$ cat config.mk
export PLATFORM = sky130hd
export DESIGN_NAME = sysarr_result_drain_flat
export DESIGN_NICKNAME = d
export VERILOG_FILES = /design/src/rtl/sysarr_result_drain_if.sv /design/src/rtl/sysarr_result_drain.sv /design/src/flat_wrapper.sv
export SDC_FILE = /design/constraint.sdc
export NUM_CORES = 1
export LEC_CHECK = 0
export BUFFER_PORTS_ARGS = -buffer_cell sky130_fd_sc_hd__buf_2
export CAP_MARGIN = 5
export CORE_MARGIN = 1
export CORE_UTILIZATION = 59
export CTS_BUF_LIST = sky130_fd_sc_hd__clkbuf_8
export CTS_CLUSTER_SIZE = 28
export DETAILED_ROUTE_END_ITERATION = 7
export PLACE_DENSITY = 0.86
export SYNTH_ARGS = -nofsm -noshare
export SYNTH_HDL_FRONTEND = slang
export SYNTH_SLANG_ARGS = --single-unit
$ cat constraint.sdc
create_clock -name clk -period 13.38 [get_ports clk]
set_clock_uncertainty 0.05 [all_clocks]
set_input_delay 1.338 -clock clk [delete_from_list [all_inputs] [get_ports clk]]
set_output_delay 1.338 -clock clk [all_outputs]
set_load 0.005 [all_outputs]
$ cat src/rtl/sysarr_result_drain_if.sv
// rtl/sysarr_result_drain_if.sv - result stream bundle between the drain and the writeback side
//
// Purpose: groups the row-major result stream of sysarr_result_drain.
// Signals:
//   res_data   word C[row][col]          (master -> slave)
//   res_row    row index of res_data     (master -> slave)
//   res_col    column index of res_data  (master -> slave)
//   res_valid  beat valid                (master -> slave)
//   res_last   high with C[n-1][n-1]     (master -> slave)
//   res_err    fp exception flag for op  (master -> slave)
//   res_ready  beat accepted             (slave -> master)
interface sysarr_result_drain_if #(
  parameter int N = 31,
  parameter int n = 4
);
  logic [N:0]           res_data;
  logic [$clog2(n)-1:0] res_row;
  logic [$clog2(n)-1:0] res_col;
  logic                 res_valid;
  logic                 res_last;
  logic                 res_err;
  logic                 res_ready;

  modport master (
    output res_data, res_row, res_col, res_valid, res_last, res_err,
    input  res_ready
  );

  modport slave (
    input  res_data, res_row, res_col, res_valid, res_last, res_err,
    output res_ready
  );
endinterface

$ cat src/rtl/sysarr_result_drain.sv
// rtl/sysarr_result_drain.sv - captures the n x n systolic-array result and streams it out row-major
//
// Purpose: owns the step counter flg for one matrix op, captures the n result rows
// from outrow into a buffer, then drains n*n words over a valid/ready stream.
// Optional feature: define SYSARR_DRAIN_EXC_EN to flag Inf/NaN words on res_err.
// Ports:
//   clk     rising-edge clock
//   rst_n   asynchronous active-low reset
//   start   pulse: begin one op (accepted only in IDLE)
//   outrow  one result row, word j at [(N+1)*j +: N+1]
//   flg     step counter driven to the array
//   busy    high outside IDLE
//   ovr     sticky: start seen while busy
//   res     result stream (master modport of sysarr_result_drain_if)
module sysarr_result_drain #(
  parameter int N   = 31,
  parameter int n   = 4,
  parameter int LAT = 2 * n - 1
) (
  input  logic                   clk,
  input  logic                   rst_n,
  input  logic                   start,
  input  logic [(N+1)*n-1:0]     outrow,
  output logic [6:0]             flg,
  output logic                   busy,
  output logic                   ovr,
  sysarr_result_drain_if.master  res
);

  localparam int RW = $clog2(n);
  localparam logic [6:0] FLG_LAT = 7'(LAT);
  localparam logic [RW-1:0] IDX_LAST = RW'(n - 1);

  localparam logic [1:0] S_IDLE  = 2'd0;
  localparam logic [1:0] S_WAIT  = 2'd1;
  localparam logic [1:0] S_CAP   = 2'd2;
  localparam logic [1:0] S_DRAIN = 2'd3;

  // flg is 7 bits; the whole op must fit before it would wrap.
  if ((LAT + n) >= 128) begin : g_lat_check
    $error("sysarr_result_drain: LAT+n must be < 128");
  end

  logic [1:0]         r_state;
  logic [6:0]         r_flg;
  logic               r_ovr;
  logic               r_valid;
  logic [RW-1:0]      r_row;
  logic [RW-1:0]      r_col;
  logic [(N+1)*n-1:0] r_buf [n];

  logic [RW-1:0]      w_cap_row;
  logic               w_xfer;
  logic               w_last;
  logic [N:0]         w_word;

  // Row being captured is the step offset past the array latency.
  assign w_cap_row = RW'(r_flg - FLG_LAT);
  assign w_xfer    = r_valid & res.res_ready;
  assign w_last    = r_valid && (r_row == IDX_LAST) && (r_col == IDX_LAST);
  assign w_word    = r_buf[r_row][int'(r_col) * (N+1) +: N+1];

  always_ff @(posedge clk or negedge rst_n) begin
    if (!rst_n) begin
      r_state <= S_IDLE;
      r_flg   <= '0;
      r_ovr   <= 1'b0;
      r_valid <= 1'b0;
      r_row   <= '0;
      r_col   <= '0;
    end else begin
      if (start && (r_state != S_IDLE)) r_ovr <= 1'b1;
      case (r_state)
        S_IDLE: begin
          if (start) begin
            r_flg   <= '0;
            r_state <= (LAT == 0) ? S_CAP : S_WAIT;
          end
        end
        S_WAIT: begin
          r_flg <= r_flg + 7'd1;
          if ((r_flg + 7'd1) == FLG_LAT) r_state <= S_CAP;
        end
        S_CAP: begin
          r_flg <= r_flg + 7'd1;
          if (w_cap_row == IDX_LAST) begin
            // Beat (0,0) is presented as soon as the last row lands; flg then holds at LAT+n.
            r_state <= S_DRAIN;
            r_valid <= 1'b1;
            r_row   <= '0;
            r_col   <= '0;
          end
        end
        S_DRAIN: begin
          if (w_xfer) begin
            if (w_last) begin
              r_state <= S_IDLE;
              r_valid <= 1'b0;
              r_flg   <= '0;
              r_row   <= '0;
              r_col   <= '0;
            end else if (r_col == IDX_LAST) begin
              r_col <= '0;
              r_row <= r_row + 1'b1;
            end else begin
              r_col <= r_col + 1'b1;
            end
          end
        end
        default: r_state <= S_IDLE;
      endcase
    end
  end

  // Result storage is deliberately not reset; every row is rewritten before it is read.
  always_ff @(posedge clk) begin
    if (r_state == S_CAP) r_buf[w_cap_row] <= outrow;
  end

`ifdef SYSARR_DRAIN_EXC_EN
  logic r_exc;
  logic w_row_exc;

  // fp32 exponent field of each word is its bits [N-1 -: 8].
  always_comb begin
    w_row_exc = 1'b0;
    for (int j = 0; j < n; j++) begin
      if (outrow[(N+1)*j + N-1 -: 8] == 8'hFF) w_row_exc = 1'b1;
    end
  end

  always_ff @(posedge clk or negedge rst_n) begin
    if (!rst_n) begin
      r_exc <= 1'b0;
    end else if ((r_state == S_IDLE) && start) begin
      r_exc <= 1'b0;
    end else if ((r_state == S_CAP) && w_row_exc) begin
      r_exc <= 1'b1;
    end
  end

  assign res.res_err = r_valid & r_exc;
`else
  assign res.res_err = 1'b0;
`endif

  assign flg           = r_flg;
  assign busy          = (r_state != S_IDLE);
  assign ovr           = r_ovr;
  assign res.res_data  = r_valid ? w_word : '0;
  assign res.res_row   = r_row;
  assign res.res_col   = r_col;
  assign res.res_valid = r_valid;
  assign res.res_last  = w_last;

endmodule

$ cat src/flat_wrapper.sv
// flat-port wrapper written by rule: the top's interface ports become plain ports
module sysarr_result_drain_flat 
#(
  parameter int N   = 31,
  parameter int n   = 4,
  parameter int LAT = 2 * n - 1
)
  (clk, rst_n, start, outrow, flg, busy, ovr, res_res_data, res_res_row, res_res_col, res_res_valid, res_res_last, res_res_err, res_res_ready);
  sysarr_result_drain_if #(.N(N), .n(n)) res_i ();
  input  logic clk;
  input  logic rst_n;
  input  logic start;
  input  logic [(N+1)*n-1:0] outrow;
  output logic [6:0] flg;
  output logic busy;
  output logic ovr;
  output wire logic [$bits(res_i.res_data)-1:0] res_res_data;
  output wire logic [$bits(res_i.res_row)-1:0] res_res_row;
  output wire logic [$bits(res_i.res_col)-1:0] res_res_col;
  output wire logic [$bits(res_i.res_valid)-1:0] res_res_valid;
  output wire logic [$bits(res_i.res_last)-1:0] res_res_last;
  output wire logic [$bits(res_i.res_err)-1:0] res_res_err;
  input wire logic [$bits(res_i.res_ready)-1:0] res_res_ready;
  assign res_res_data = res_i.res_data;
  assign res_res_row = res_i.res_row;
  assign res_res_col = res_i.res_col;
  assign res_res_valid = res_i.res_valid;
  assign res_res_last = res_i.res_last;
  assign res_res_err = res_i.res_err;
  assign res_i.res_ready = res_res_ready;
  sysarr_result_drain #(.N(N), .n(n), .LAT(LAT)) u_core (.clk(clk), .rst_n(rst_n), .start(start), .outrow(outrow), .flg(flg), .busy(busy), .ovr(ovr), .res(res_i));
endmodule
==> flow_summary_export.csv <==
group,metric,value,unit
status,status,"finished clean",
setup_path,cp.buffers_inverters,2,
die,die-area,35200,sq um
hold_path,holdPathEnd,"u_core.ovr",
yosys,ys_async_sr_fraction,2.85,%
layout,drive_gt1_share,36.3,%
timing,finalHoldViolCount,0,
placement,placed_area,21600,sq um
yosys,ys_types,37,
cts,clkTransAtPathRegs,0.06,ns
layout,fin_area,23000,sq um
global_route,antenna_found_initial,17,
setup_path,reg2regPathDepth,4,
layout,final_cells,1623,
cts,cts_tree,"yes",
setup_path,r2r_slack,10.32,ns
layout,finalNetCount,1251,
cts,h-tree-depth,3,
setup_path,cp-end-kind,"output pin",
cts,hold_buffers,0,
timing,setup_violations,0,
yosys,avgSynthCellArea,23.1,sq um
placement,place_congestion,0.716,
timing,worst_slew_pin_slew,1.13,ns
route,wl,38000,microns
die,io_pins,180,
layout,area_growth,13.2,%
power,comb_power_share,14.1,%
hold_path,hold_path.class,"flip-flop to flip-flop",
power,p_int,2850,uW
setup_path,path_max_fanout,50,
setup_path,slowest_stage,"buf_4",
yosys,synth_fp_nets,1024,
die,core_area,33700,sq um
hold_path,hold_start,"u_core.ovr",
layout,fin_util,68.3,%
setup_path,cp-start-kind,"flip-flop",
yosys,synth_area,20300,sq um
route,wl_per_cell,23.4,microns
yosys,synth_top_area_share,75.6,%
placement,pre_cts_slack,8.88,ns
placement,hpwl,21500,microns
power,peakVddDrop,0.000126,V
route,detail-route-antenna-nets,0,
placement,io_buffers,178,
yosys,netlist_instances,881,
global_route,overflow,0,
power,p_leak,0.00801,uW
global_route,grt_util_all_layers,22.4,%
global_route,grt_pass1_wl,58900,microns
layout,nFillCells,2102,
global_route,grt_max_degree,72,
power,swShare,26.0,%
timing,drv_slew,0,
die,initial_utilization,60.3,%
timing,post-route-period-util,38.0,%
placement,placed_cells,1474,
cts,cts-resized-gates,0,
setup_path,path_cells,"buf_4, mux4_2, mux2i_1, o22ai_1, buf_2",
route,first_iter_violations,777,
setup_path,arrival,3.69,ns
route,route.vias.total,9653,
die,num_rows,67,
hold_path,worstHoldPathCells,1,
cts,cts.sinks,527,
setup_path,slowest_delay,0.90,ns
layout,final_cell_mix,"edfxtp_1, buf_2, mux4_2",
die,fp.dieW,188,microns
yosys,yosysTopAreaCell,"edfxtp_1",
yosys,ys_seq_area_share,77.5,%
cts,cts_root_buf,"clkbuf_8",
timing,rsz0062_at_grt,"no",
yosys,synthTopCellsByArea,"edfxtp_1, mux4_2, mux2i_1",
route,viasPerCell,5.95,
timing,finalWorstSetupSlack,8.30,ns
yosys,ys.flop_type,"edfxtp_1",
power,power_density,167,nW/um^2
timing,fmax,197,MHz
yosys,ys_seq_elements,527,
route,drc,0,
global_route,grt_pass1_vias,10400,
setup_path,timing.rr.start,"u_core.r_state[0]",
job,max-cap-violations,0,
die,die_h,188,microns
setup_path,worstSetupPathType,"flip-flop to output pin",
cts,clock_path_buffers,3,
timing,relSlewSlack,24.8,%
setup_path,cp.required,11.99,ns
setup_path,crit_family,"buffers and inverters",
layout,layout_commonest_cell,"edfxtp_1",
cts,cts_setup_buffers,0,
power,sequentialPowerShare,56.1,%
setup_path,rr_endpoint,"u_core.r_buf[0][34]",
route,drtPass1Iterations,5,
cts,insertion_delay,0.59,ns
timing,period_minus_slack,5.08,ns
power,p_sw,1000,uW
yosys,synth_edf_count,512,
yosys,ys_warn_count,0,
timing,finalSetupTns,0,ns
power,clkPwrFrac,29.8,%
cts,cts_made_buffers,80,
-- cells in the mapped netlist, types with 4 or more instances --
cell type,number
nand3_1,4
clkbuf_1,11
nor2b_1,4
dfrtp_1,15
nor2_1,4
mux4_2,128
o22ai_1,32
o21ai_0,9
and2_1,7
nand2_1,11
mux2i_1,64
buf_2,13
edfxtp_1,512
buf_1,7
inv_1,7
buf_6,11
ha_1,11
-- per-layer routing --
| metal | up-vias | track usage, % | wire (microns) |
|---|---|---|---|
| met1 | 5003 | 30.2 | 15500 |
| met5 | - | 0 | 82 |
| met2 | 339 | 35.3 | 18900 |
| met4 | 14 | 7.94 | 759 |
| li1 | 4221 | - | - |
| met3 | 76 | 6.48 | 2800 |
-- flip-flops by register name, summed over array words and instances, names as in the netlist --
register and cells:
u_core.res.res_col 2, u_core.ovr 1, u_core.res.res_valid 1, u_core.res.res_row 2, u_core.r_buf 512, u_core.flg 7, u_core.r_state 2
-- power by group through the flow --
stage          Combinational (uW)  Sequential, uW  Clock, uW
2_1_floorplan                 327            2200          0
3_3_place_gp                  538            2170          0
3_5_place_dp                  550            2190          0
6_report                      542            2160       1150
5_1_grt                       592            2170       1250
4_1_cts                       553            2160       1180
-- worst max path at each step --
stage | start | end | depth (start not counted)
after floorplan | u_core.flg[0] | u_core.res.res_valid | 4
after global placement | u_core.res.res_row[0] | res_res_data[1] | 5
after detailed placement | u_core.res.res_row[0] | res_res_data[1] | 5
after CTS | u_core.res.res_row[0] | res_res_data[1] | 5
after global routing | u_core.res.res_row[0] | res_res_data[1] | 5
final | u_core.res.res_row[0] | res_res_data[1] | 5
-- metrics by stage --
step	hold slack (ns)	total power [uW]
final	0.399	3850
after global routing	0.426	4020
after CTS	0.404	3900
after detailed placement	0.390	2740
after global placement	0.384	2710
after floorplan	0.401	2520
-- logic make-up (layout without fill, tap and decap cells) --
logic type	Yosys count	after routing	share of synthesized area (%)
flops	527	527	77.5
other cells	1	12	0.0185
fa+ha+maj	11	11	0.677
simple gates	40	40	1.04
mux	194	194	17.4
buf+inv	52	335	1.48
compound gates	56	56	1.84
-- area by class of cell --
cell class                 instances  area [sq um]  area share, %
timing repair buffer             189           973           4.23
clock inverter                    56           244           1.06
tap                              448           561           2.44
sequential                       527         15800           68.5
multi-input combinational        302          4290           18.6
antenna                           11          27.5          0.120
inverter                           8          32.5          0.141
clock buffer                      82          1130           4.90
(Power assumes the default switching activity.)
